--- src/rtl/multicycle_control_pkg.sv ---
// Shared decode definitions for the multicycle core controller:
// opcodes, state encoding, datapath mux codes and trap causes.
package multicycle_control_pkg;

    // Opcodes (also consumed by the immediate generator)
    localparam logic [6:0] OPC_OP_IMM = 7'b0010011;
    localparam logic [6:0] OPC_LOAD   = 7'b0000011;
    localparam logic [6:0] OPC_STORE  = 7'b0100011;
    localparam logic [6:0] OPC_BRANCH = 7'b1100011;
    localparam logic [6:0] OPC_JAL    = 7'b1101111;

    typedef enum logic [3:0] {
        S_RESET     = 4'd0,
        S_FETCH     = 4'd1,
        S_DECODE    = 4'd2,
        S_MEM_ADDR  = 4'd3,
        S_MEM_READ  = 4'd4,
        S_MEM_WB    = 4'd5,
        S_MEM_WRITE = 4'd6,
        S_EXEC_I    = 4'd7,
        S_ALU_WB    = 4'd8,
        S_BRANCH    = 4'd9,
        S_JAL       = 4'd10,
        S_TRAP      = 4'd11
    } state_t;

    localparam logic [1:0] SRCA_PC    = 2'd0;
    localparam logic [1:0] SRCA_OLDPC = 2'd1;
    localparam logic [1:0] SRCA_RS1   = 2'd2;

    localparam logic [1:0] SRCB_RS2   = 2'd0;
    localparam logic [1:0] SRCB_FOUR  = 2'd1;
    localparam logic [1:0] SRCB_IMM   = 2'd2;

    localparam logic [1:0] ALU_ADD    = 2'd0;
    localparam logic [1:0] ALU_SUB    = 2'd1;
    localparam logic [1:0] ALU_FUNCT  = 2'd2;

    localparam logic       PC_SRC_ALU    = 1'b0;
    localparam logic       PC_SRC_ALUOUT = 1'b1;

    localparam logic [1:0] WB_ALUOUT  = 2'd0;
    localparam logic [1:0] WB_MDR     = 2'd1;
    localparam logic [1:0] WB_PC      = 2'd2;

    localparam logic [1:0] TRAP_NONE    = 2'b00;
    localparam logic [1:0] TRAP_ILLEGAL = 2'b01;
    localparam logic [1:0] TRAP_TIMEOUT = 2'b10;

    // States that hold a memory request open and may wait on mem_ready
    function automatic logic is_mem_wait(input state_t s);
        return (s == S_FETCH) || (s == S_MEM_READ) || (s == S_MEM_WRITE);
    endfunction

endpackage

--- src/rtl/multicycle_control_if.sv ---
// Single memory port handshake between the controller and memory.
interface multicycle_control_if;
    logic mem_req;
    logic mem_we;
    logic mem_addr_sel;
    logic mem_ready;

    modport master (output mem_req, output mem_we, output mem_addr_sel, input mem_ready);
    modport slave  (input mem_req, input mem_we, input mem_addr_sel, output mem_ready);
endinterface

--- src/rtl/multicycle_control_mem_wait_timer.sv ---
// Counts stalled memory-request cycles; flags expiry on the cycle the
// count would reach MEM_TIMEOUT so the FSM can leave without an extra cycle.
module mem_wait_timer #(
    parameter int unsigned MEM_TIMEOUT = 255
) (
    input  logic clk,
    input  logic rst_n,
    input  logic i_clear,
    input  logic i_count_en,
    output logic o_expired
);
    localparam int CNT_W = (MEM_TIMEOUT > 1) ? $clog2(MEM_TIMEOUT) : 1;
    localparam logic [CNT_W-1:0] LAST = CNT_W'(MEM_TIMEOUT - 1);

    logic [CNT_W-1:0] r_cnt;

    // Wait counter: clear has priority so a state change restarts the count
    always_ff @(posedge clk or negedge rst_n) begin
        if (!rst_n)          r_cnt <= '0;
        else if (i_clear)    r_cnt <= '0;
        else if (i_count_en) r_cnt <= r_cnt + 1'b1;
    end

    // A zero timeout disables expiry entirely
    assign o_expired = (MEM_TIMEOUT != 0) && i_count_en && (r_cnt == LAST);
endmodule

--- src/rtl/multicycle_control.sv ---
// Multicycle core control FSM: sequences fetch/decode/execute/memory/
// writeback, counts retired instructions and latches a sticky trap.
module multicycle_control
    import multicycle_control_pkg::*;
#(
    parameter int unsigned MEM_TIMEOUT = 255
) (
    input  logic        clk,
    input  logic        rst_n,
    input  logic [6:0]  i_opcode,
    input  logic [2:0]  i_funct3,
    input  logic        i_alu_zero,
    multicycle_control_if.master mem,
    output logic        o_ir_write,
    output logic        o_pc_write,
    output logic        o_oldpc_write,
    output logic        o_mdr_write,
    output logic [1:0]  o_alu_src_a,
    output logic [1:0]  o_alu_src_b,
    output logic [1:0]  o_alu_op,
    output logic        o_pc_src,
    output logic        o_reg_write,
    output logic [1:0]  o_wb_sel,
    output logic        o_retire,
    output logic [31:0] o_instret,
    output logic        o_trap,
    output logic [1:0]  o_trap_cause
);
    state_t      r_state, w_next;
    logic [31:0] r_instret;
    logic        r_trap;
    logic [1:0]  r_trap_cause, w_trap_cause_nxt;
    logic        w_mem_req, w_mem_we, w_mem_addr_sel;
    logic        w_expired, w_count_en, w_clear;

    // funct3 is decoded by the ALU when alu_op=FUNCT; control needs no part of it
    logic w_unused_funct3;
    assign w_unused_funct3 = ^i_funct3;

    // Count stalls straight from the state so the timer never loops through the decoder
    assign w_count_en = is_mem_wait(r_state) && !mem.mem_ready;
    assign w_clear    = (w_next != r_state);

    mem_wait_timer #(.MEM_TIMEOUT(MEM_TIMEOUT)) u_timer (
        .clk        (clk),
        .rst_n      (rst_n),
        .i_clear    (w_clear),
        .i_count_en (w_count_en),
        .o_expired  (w_expired)
    );

    // State register
    always_ff @(posedge clk or negedge rst_n) begin
        if (!rst_n) r_state <= S_RESET;
        else        r_state <= w_next;
    end

    // Next-state and datapath control decode
    always_comb begin
        w_next           = r_state;
        w_trap_cause_nxt = TRAP_NONE;
        w_mem_req        = 1'b0;
        w_mem_we         = 1'b0;
        w_mem_addr_sel   = 1'b0;
        o_ir_write       = 1'b0;
        o_pc_write       = 1'b0;
        o_oldpc_write    = 1'b0;
        o_mdr_write      = 1'b0;
        o_alu_src_a      = SRCA_PC;
        o_alu_src_b      = SRCB_RS2;
        o_alu_op         = ALU_ADD;
        o_pc_src         = PC_SRC_ALU;
        o_reg_write      = 1'b0;
        o_wb_sel         = WB_ALUOUT;
        o_retire         = 1'b0;
        case (r_state)
            S_RESET: w_next = S_FETCH;
            S_FETCH: begin
                w_mem_req   = 1'b1;
                o_alu_src_a = SRCA_PC;
                o_alu_src_b = SRCB_FOUR;
                if (mem.mem_ready) begin
                    o_ir_write    = 1'b1;
                    o_pc_write    = 1'b1;
                    o_oldpc_write = 1'b1;
                    w_next        = S_DECODE;
                end else if (w_expired) begin
                    w_next           = S_TRAP;
                    w_trap_cause_nxt = TRAP_TIMEOUT;
                end
            end
            S_DECODE: begin
                // ALUOut captures OLD_PC + IMM as the branch/jump target
                o_alu_src_a = SRCA_OLDPC;
                o_alu_src_b = SRCB_IMM;
                case (i_opcode)
                    OPC_LOAD, OPC_STORE: w_next = S_MEM_ADDR;
                    OPC_OP_IMM:          w_next = S_EXEC_I;
                    OPC_BRANCH:          w_next = S_BRANCH;
                    OPC_JAL:             w_next = S_JAL;
                    default: begin
                        w_next           = S_TRAP;
                        w_trap_cause_nxt = TRAP_ILLEGAL;
                    end
                endcase
            end
            S_MEM_ADDR: begin
                o_alu_src_a = SRCA_RS1;
                o_alu_src_b = SRCB_IMM;
                w_next      = (i_opcode == OPC_LOAD) ? S_MEM_READ : S_MEM_WRITE;
            end
            S_MEM_READ: begin
                w_mem_req      = 1'b1;
                w_mem_addr_sel = 1'b1;
                if (mem.mem_ready) begin
                    o_mdr_write = 1'b1;
                    w_next      = S_MEM_WB;
                end else if (w_expired) begin
                    w_next           = S_TRAP;
                    w_trap_cause_nxt = TRAP_TIMEOUT;
                end
            end
            S_MEM_WB: begin
                o_reg_write = 1'b1;
                o_wb_sel    = WB_MDR;
                o_retire    = 1'b1;
                w_next      = S_FETCH;
            end
            S_MEM_WRITE: begin
                w_mem_req      = 1'b1;
                w_mem_we       = 1'b1;
                w_mem_addr_sel = 1'b1;
                if (mem.mem_ready) begin
                    o_retire = 1'b1;
                    w_next   = S_FETCH;
                end else if (w_expired) begin
                    w_next           = S_TRAP;
                    w_trap_cause_nxt = TRAP_TIMEOUT;
                end
            end
            S_EXEC_I: begin
                o_alu_src_a = SRCA_RS1;
                o_alu_src_b = SRCB_IMM;
                o_alu_op    = ALU_FUNCT;
                w_next      = S_ALU_WB;
            end
            S_ALU_WB: begin
                o_reg_write = 1'b1;
                o_wb_sel    = WB_ALUOUT;
                o_retire    = 1'b1;
                w_next      = S_FETCH;
            end
            S_BRANCH: begin
                o_alu_src_a = SRCA_RS1;
                o_alu_src_b = SRCB_RS2;
                o_alu_op    = ALU_SUB;
                if (i_alu_zero) begin
                    o_pc_write = 1'b1;
                    o_pc_src   = PC_SRC_ALUOUT;
                end
                o_retire = 1'b1;
                w_next   = S_FETCH;
            end
            S_JAL: begin
                // PC already holds PC+4 from fetch, so it is the link value
                o_reg_write = 1'b1;
                o_wb_sel    = WB_PC;
                o_pc_write  = 1'b1;
                o_pc_src    = PC_SRC_ALUOUT;
                o_retire    = 1'b1;
                w_next      = S_FETCH;
            end
            S_TRAP:  w_next = S_TRAP;
            default: w_next = S_RESET;
        endcase
    end

    // Retired-instruction counter, wraps naturally at 2^32
    always_ff @(posedge clk or negedge rst_n) begin
        if (!rst_n)        r_instret <= '0;
        else if (o_retire) r_instret <= r_instret + 32'd1;
    end

    // Sticky trap flag and cause, latched on the transition into TRAP
    always_ff @(posedge clk or negedge rst_n) begin
        if (!rst_n) begin
            r_trap       <= 1'b0;
            r_trap_cause <= TRAP_NONE;
        end else if (r_state != S_TRAP && w_next == S_TRAP) begin
            r_trap       <= 1'b1;
            r_trap_cause <= w_trap_cause_nxt;
        end
    end

    assign mem.mem_req      = w_mem_req;
    assign mem.mem_we       = w_mem_we;
    assign mem.mem_addr_sel = w_mem_addr_sel;
    assign o_instret        = r_instret;
    assign o_trap           = r_trap;
    assign o_trap_cause     = r_trap_cause;
endmodule
--- src/flat_wrapper.sv ---
// flat-port wrapper written by rule: the top's interface ports become plain ports
module multicycle_control_flat import multicycle_control_pkg::*;
#(
    parameter int unsigned MEM_TIMEOUT = 255
)
  (clk, rst_n, i_opcode, i_funct3, i_alu_zero, o_ir_write, o_pc_write, o_oldpc_write, o_mdr_write, o_alu_src_a, o_alu_src_b, o_alu_op, o_pc_src, o_reg_write, o_wb_sel, o_retire, o_instret, o_trap, o_trap_cause, mem_mem_req, mem_mem_we, mem_mem_addr_sel, mem_mem_ready);
  multicycle_control_if mem_i ();
  input  logic clk;
  input  logic rst_n;
  input  logic [6:0] i_opcode;
  input  logic [2:0] i_funct3;
  input  logic i_alu_zero;
  output logic o_ir_write;
  output logic o_pc_write;
  output logic o_oldpc_write;
  output logic o_mdr_write;
  output logic [1:0] o_alu_src_a;
  output logic [1:0] o_alu_src_b;
  output logic [1:0] o_alu_op;
  output logic o_pc_src;
  output logic o_reg_write;
  output logic [1:0] o_wb_sel;
  output logic o_retire;
  output logic [31:0] o_instret;
  output logic o_trap;
  output logic [1:0] o_trap_cause;
  output wire logic [$bits(mem_i.mem_req)-1:0] mem_mem_req;
  output wire logic [$bits(mem_i.mem_we)-1:0] mem_mem_we;
  output wire logic [$bits(mem_i.mem_addr_sel)-1:0] mem_mem_addr_sel;
  input wire logic [$bits(mem_i.mem_ready)-1:0] mem_mem_ready;
  assign mem_mem_req = mem_i.mem_req;
  assign mem_mem_we = mem_i.mem_we;
  assign mem_mem_addr_sel = mem_i.mem_addr_sel;
  assign mem_i.mem_ready = mem_mem_ready;
  multicycle_control #(.MEM_TIMEOUT(MEM_TIMEOUT)) u_core (.clk(clk), .rst_n(rst_n), .i_opcode(i_opcode), .i_funct3(i_funct3), .i_alu_zero(i_alu_zero), .mem(mem_i), .o_ir_write(o_ir_write), .o_pc_write(o_pc_write), .o_oldpc_write(o_oldpc_write), .o_mdr_write(o_mdr_write), .o_alu_src_a(o_alu_src_a), .o_alu_src_b(o_alu_src_b), .o_alu_op(o_alu_op), .o_pc_src(o_pc_src), .o_reg_write(o_reg_write), .o_wb_sel(o_wb_sel), .o_retire(o_retire), .o_instret(o_instret), .o_trap(o_trap), .o_trap_cause(o_trap_cause));
endmodule
--- config.mk ---
export PLATFORM = sky130hd
export DESIGN_NAME = multicycle_control_flat
export DESIGN_NICKNAME = d
export VERILOG_FILES = /design/src/rtl/multicycle_control_pkg.sv /design/src/rtl/multicycle_control_if.sv /design/src/rtl/multicycle_control_mem_wait_timer.sv /design/src/rtl/multicycle_control.sv /design/src/flat_wrapper.sv
export SDC_FILE = /design/constraint.sdc
export NUM_CORES = 1
export LEC_CHECK = 0
export CAP_MARGIN = 20
export CORE_MARGIN = 3
export CORE_UTILIZATION = 55
export CTS_BUF_LIST = sky130_fd_sc_hd__clkbuf_16
export DETAILED_ROUTE_END_ITERATION = 6
export DONT_BUFFER_PORTS = 1
export PLACE_DENSITY = 0.8
export SETUP_SLACK_MARGIN = 0.2
export SYNTH_ARGS = -nofsm -noshare
export SYNTH_HDL_FRONTEND = slang
export SYNTH_SLANG_ARGS = --single-unit
--- constraint.sdc ---
create_clock -name clk -period 1.9 [get_ports clk]
set_input_delay 0.19 -clock clk [delete_from_list [all_inputs] [get_ports clk]]
set_output_delay 0.19 -clock clk [all_outputs]
set_load 0.03 [all_outputs]
# Word-level counts from Yosys, hierarchy flattened
# Cells that the tools add are included.
dict set report totals {
  ff_bits 47
  input_bits 14
  output_inout_bits 53
  wordCells 72
}
dict set report classes {
  add_sub_neg 2
  eq_ne 20
  n_mux 28
  reduce_logical 17
}
# operator count
set op_table {}
lappend op_table {{$add 32x1->32 const B} 1}
lappend op_table {{$pmux 4 s8} 1}
lappend op_table {{$eq 4x4->1 const B} 5}
lappend op_table {{$pmux 2 s2} 5}
lappend op_table {{$eq 4x3->1 const B} 4}
lappend op_table {{$mux 4} 4}
lappend op_table {{$mux 8} 2}
lappend op_table {{$pmux 4 s4} 1}
lappend op_table {{$eq 7x7->1 const B} 2}
lappend op_table {{$reduce_or 3->1} 4}
lappend op_table {{$reduce_or 5->1} 2}
lappend op_table {{$mux 1} 9}
lappend op_table {{$add 8x1->8 const B} 1}
lappend op_table {{$eq 4x2->1 const B} 2}
lappend op_table {{$eq 8x8->1 const B} 1}
lappend op_table {{$eq 7x2->1 const B} 1}
lappend op_table {{$eq 7x5->1 const B} 1}
lappend op_table {{$eq 7x6->1 const B} 1}
lappend op_table {{$mux 2} 3}
lappend op_table {{$eq 4x1->1 const B} 1}
lappend op_table {{$logic_not 4->1} 1}
lappend op_table {{$ne 4x4->1} 1}
lappend op_table {{$ne 4x4->1 const B} 1}
lappend op_table {{$pmux 1 s2} 2}
lappend op_table {{other kinds (7)} 11}

# Logic depth before layout (Yosys ltp)
dict set report depth {
  word_depth 10
  mapped_depth 7
  depth_no_buf 7
}

# Hierarchy
# A second synthesis with hierarchy kept.
dict set report unflattened {
  cells_unflattened 265
  area_unflattened_um2 2655.0
}
# module n_inst cells_each area_per_inst_um2 seq_area_each_um2
set modules_own_cells {}
lappend modules_own_cells {multicycle_control 1 224 2243.4 975.9}
lappend modules_own_cells {mem_wait_timer 1 41 411.6 200.2}

# Worst setup path after synthesis
# Ideal clock, no wire load.
dict set report synth_path {
  kind {register -> output}
  startpoint {register u_core.r_state[2]}
  endpoint {output o_pc_write}
  arrival_time_ns 2.212
  required_ns 1.710
  slack_ns -0.502
  stages_incl_launch_ff 7
  path_buffers 1
  cell_sequence {dfrtp_1 > buf_4 > inv_1 > nand2_1 > nor3b_1 > a21o_1 > or2_2}
}
dict set report synth_via {
  elab_chain_len 2
  elab_cells_between_ends 4
  classes_between {eq/ne (3); mux (1)}
}
# element line
set synth_lines {}
lappend synth_lines {{from (decl)} multicycle_control.sv:29} ;# state_t r_state, w_next;
lappend synth_lines {{from (signal assigned)} multicycle_control.sv:55} ;# else r_state <= w_next;
lappend synth_lines {{$eq 4x4->1 or $eq 4x1->1 (tied branches)} multicycle_control.sv:76} ;# case (r_state)
lappend synth_lines {{$pmux 1 s3 *} multicycle_control.sv:76}
lappend synth_lines {{to (decl)} flat_wrapper.sv:14} ;# output logic o_pc_write;
# Mark *: on every way between the ends. The rest lies on a longest branch, timed or not.

# Worst setup path in the final report
dict set report layout_path {
  startpoint {register u_core.r_state[2]}
  endpoint {register u_core.r_trap_cause[1] (netlist: u_core.o_trap_cause[1])}
}
dict set report layout_via {
  elab_chain_len 10
  elab_cells_between_ends 29
  classes_between {eq/ne (13); mux (8); reduce/logical (8)}
}
# element line
set layout_lines {}
lappend layout_lines {{$eq 4x1->1 or $eq 4x3->1 (tied branches)} {multicycle_control_pkg.sv:52, multicycle_control.sv:76}}
lappend layout_lines {{$logic_or 1x1->1 (2 in a row)} multicycle_control_pkg.sv:52} ;# return (s == S_FETCH) || (s == S_MEM_READ) || (s == S_MEM_WRITE);
lappend layout_lines {{$logic_and 1x1->1} multicycle_control.sv:41} ;# assign w_count_en = is_mem_wait(r_state) && !mem.mem_ready;
lappend layout_lines {{$logic_and 1x1->1} multicycle_control_mem_wait_timer.sv:25} ;# assign o_expired = (MEM_TIMEOUT != 0) && i_count_en && (r_cnt == LAST);
lappend layout_lines {{$mux 4} {multicycle_control.sv:87, multicycle_control.sv:118, multicycle_control.sv:136}}
lappend layout_lines {{$mux 4 (on tied branches)} {multicycle_control.sv:133, multicycle_control.sv:82, multicycle_control.sv:115}}
lappend layout_lines {{$pmux 4 s8 *} multicycle_control.sv:76}
lappend layout_lines {{named net u_core.w_next[0]} multicycle_control.sv:29}
lappend layout_lines {{$eq 4x4->1 *} multicycle_control.sv:189} ;# end else if (r_state != S_TRAP && w_next == S_TRAP) begin
lappend layout_lines {{$logic_and 1x1->1 *} multicycle_control.sv:189}
lappend layout_lines {{to (signal assigned)} multicycle_control.sv:191} ;# r_trap_cause <= w_trap_cause_nxt;
lappend layout_lines {{to (decl)} multicycle_control.sv:32} ;# logic [1:0] r_trap_cause, w_trap_cause_nxt;
# Mark *: on every way through the listed nets, which the timed path passes. The rest lies on a longest branch.
# A chain may end at the register's enable or synchronous reset.

==> impl_metrics.ini <==
[outcome]
status = complete, but fails checks
failed_checks = setup timing

[sta]
hold_violations = 0
rsz0062_at_grt = true
fin_crit_sh_pct = 112
maxClockFrequency_mhz = 471
tightestPinTransition_ns = 0.491
slew_violations = 0
finalSetupViolations = 17
setup_ws_ns = -0.221
finalCriticalPeriod_ns = 2.12
relSlewSlack_pct = 67.3
fin_skew_ns = 0.00963

[floorplan]
start_util_pct = 59.6
die_area_um2 = 5830
num_rows = 24
die_w_um = 76.4
die_y_um = 76.4
io_pins = 67
core-area_um2 = 4560

[global_route]
busiest_layer = met2
grt_max_degree = 48
grt_pass1_vias = 2599
gr-total-overflow = 0
grt_pass1_wl_um = 13300
use_met3_pct = 6.15
use_met1_pct = 34.7
grt_use_total_pct = 28.2
grt_util_met2_pct = 48.9
antenna_found_initial = 0

[cells_and_area]
postLayoutCellArea_um2 = 3990
layout_commonest_cell = buf_4
layout_common_cells = 64 x buf_4, 30 x dfrtp_1, 18 x xnor2_1, 18 x xor2_1, 17 x dfrtp_2
multi_input_area_um2 = 1790
n_antenna_cell = 0
finalNetCount = 361
area_growth_pct = 46.5
final_util_pct = 87.4
n_fill_cell = 197
final_layout_size_suffix_gt1_share_pct = 49.6
seq_area_um2 = 1200

[yosys]
yosys.area.top_type = dfrtp_1
synth_nets = 282
yosysUniqueCellTypes = 56
ys.warnings.count = 0
ys_seq_area_share_pct = 43.2
synth-async-reset-ratio_pct = 100
ys_dominant_reg_cell = dfrtp_1
synthTopCellsByArea = dfrtp_1 43%, xnor2_1 6.4%, xor2_1 5.8%
syn_avg_cell_area_um2 = 10.3
ys_seq_elements = 47
synth_edf_count = 0
synth_top_area_share_pct = 43.2
syn_inst = 265
syn_area_um2 = 2720

[placement]
portBuffers = 0
place_area_um2 = 3400
gp_congestion = 0.847
dp_hpwl_um = 4700

[min_path]
whs_path_depth = 2
hold_class = input port to flop
hold_start = i_opcode[6]
whs_endpoint = u_core.r_state[1]$_DFF_PN0_

[clock_tree]
cts_root_buffer = clkbuf_16
cts_max_path_buffers = 2
clk_latency_ns = 0.29
numClockSinks = 47
cts_tree = built
h-tree-depth = 2
clk_pin_slew_ns = 0.07
cts-buffers-inserted = 5

[worst_setup_path]
critPathCaptureType = flop
rr_endpoint = u_core.o_trap_cause[1]$_DFFE_PN0P_
path_cells = buf_6, nor4b_1, o21bai_1, o2111ai_1, nand3b_1, a21bo_2
crit_slowest_cell = dfrtp_2
arrival_ns = 2.30
crit_required_ns = 2.08
cp_max_fo = 4
critPathLaunchType = flop
r2r_slack_ns = -0.22
rr_startpoint = u_core.r_state[2]$_DFF_PN0_
crit_type = flop to flop
max_stage_delay_ns = 0.44
rr_worst_depth = 6

[route]
drc = 0
num_vias = 2780
ant_nets = 0
wl_per_cell_um = 24.8
wirelength_um = 10200
first_pass_iters = 5
vias_per_cell = 6.78
drtIter0Drc = 397

[power_and_ir_drop]
powerDensity_nw_per_um2 = 1400
peakVddDrop_mv = 0.853
p_leak_uw = 0.00181

[flow_run]
drv_cap = 0
==> cell families (layout without fill, tap and decap cells) <==
family / count (synthesis) / count (layout) / share of synthesized area (%)
xor+xnor: 38 / 38 / 12.2
fa+ha+maj: 3 / 3 / 1.38
mux: 2 / 2 / 0.781
compound gates: 37 / 37 / 10.8
buf+inv: 16 / 96 / 2.85
simple gates: 122 / 122 / 28.8
flops: 47 / 47 / 43.2
==> stage by stage <==
step | setup TNS, ns | power (uW) | setup slack (ns) | std cells | hold slack (ns)
4_1_cts | 0 | 5080 | 0.0508 | 405 | 0.0900
3_5_place_dp | -0.0779 | 3730 | -0.0492 | 387 | -0.104
6_report | -1.89 | 5600 | -0.221 | 410 | 0.161
2_1_floorplan | -0.571 | 2910 | -0.122 | 265 | -0.106
3_3_place_gp | 0 | 3680 | 0.00340 | 387 | -0.104
5_1_grt | -2.67 | 5770 | -0.264 | 410 | 0.140
==> cell usage after synthesis, drive strengths merged (3+ instances only) <==
| cell | n |
|---|---|
| nor3 | 13 |
| nand2 | 15 |
| nor3b | 5 |
| dfrtp | 47 |
| nor4 | 4 |
| nand4 | 15 |
| xor2 | 18 |
| o21ai | 8 |
| a31oi | 3 |
| nand3 | 22 |
| buf | 8 |
| a21oi | 5 |
| nor4b | 3 |
| nor2 | 12 |
| ha | 3 |
| and4 | 4 |
| or2 | 3 |
| and2 | 6 |
| a21o | 3 |
| nand2b | 3 |
| and3 | 7 |
| nor2b | 3 |
| xnor2 | 20 |
| o2111ai | 4 |
| inv | 6 |
==> where the power goes <==
part	internal (uW)	switching [uW]	total, uW
Clock	614	384	999
Sequential	1140	194	1340
Combinational	1360	1910	3270
Total	3120	2490	5600
==> final cells by class <==
cell class,instances,area share (%)
multi-input cells,202,44.9
flip-flops and latches,47,30.0
repair buffers,82,18.4
clock buffers,5,3.14
well taps,65,2.04
clock inverters,3,0.972
inverters,6,0.565
==> critical path: cells and delay by family (launching register included) <==
kind | cells | cell delay, ns
AO/OA/AOI/OAI | 3 | 0.82
AND/OR/NAND/NOR | 2 | 0.60
flip-flops | 1 | 0.44
buffers and inverters | 1 | 0.15
==> routing by layer <==
layer / wire [um] / up-vias
li1: - / 1121
met1: 3660 / 1354
met2: 5050 / 227
met5: 0 / -
met3: 828 / 78
met4: 626 / 0
==> flip-flops by register name, summed over array words and instances (netlist names) <==
name and flops:
u_core.o_trap_cause 2, u_core.o_instret 32, u_core.r_state 4, u_core.o_trap 1
u_core.u_timer.r_cnt 8
==> worst max-delay path by stage <==
stage                                start                                   to  slack [ns]
6_report       u_core.r_state[2]$_DFF_PN0_   u_core.o_trap_cause[1]$_DFFE_PN0P_       -0.22
5_1_grt        u_core.r_state[0]$_DFF_PN0_   u_core.o_trap_cause[1]$_DFFE_PN0P_       -0.26
3_3_place_gp   u_core.r_state[2]$_DFF_PN0_  u_core.u_timer.r_cnt[5]$_DFFE_PN0P_       0.003
2_1_floorplan  u_core.r_state[0]$_DFF_PN0_   u_core.o_trap_cause[1]$_DFFE_PN0P_       -0.12
4_1_cts        u_core.r_state[2]$_DFF_PN0_   u_core.o_trap_cause[1]$_DFFE_PN0P_        0.05
3_5_place_dp   u_core.r_state[0]$_DFF_PN0_     u_core.o_instret[26]$_DFFE_PN0P_       -0.05
==> what timing repair did <==
action / in CTS / in global routing
resized for setup: 31 / 37
hold buffers: 2 / 0
pin swaps: 15 / 16
setup endpoints to repair: 57 / 49
setup buffers: 8 / 5
hold endpoints to repair: 47 / 0
No activity file was read; power rests on OpenSTA's default activity.
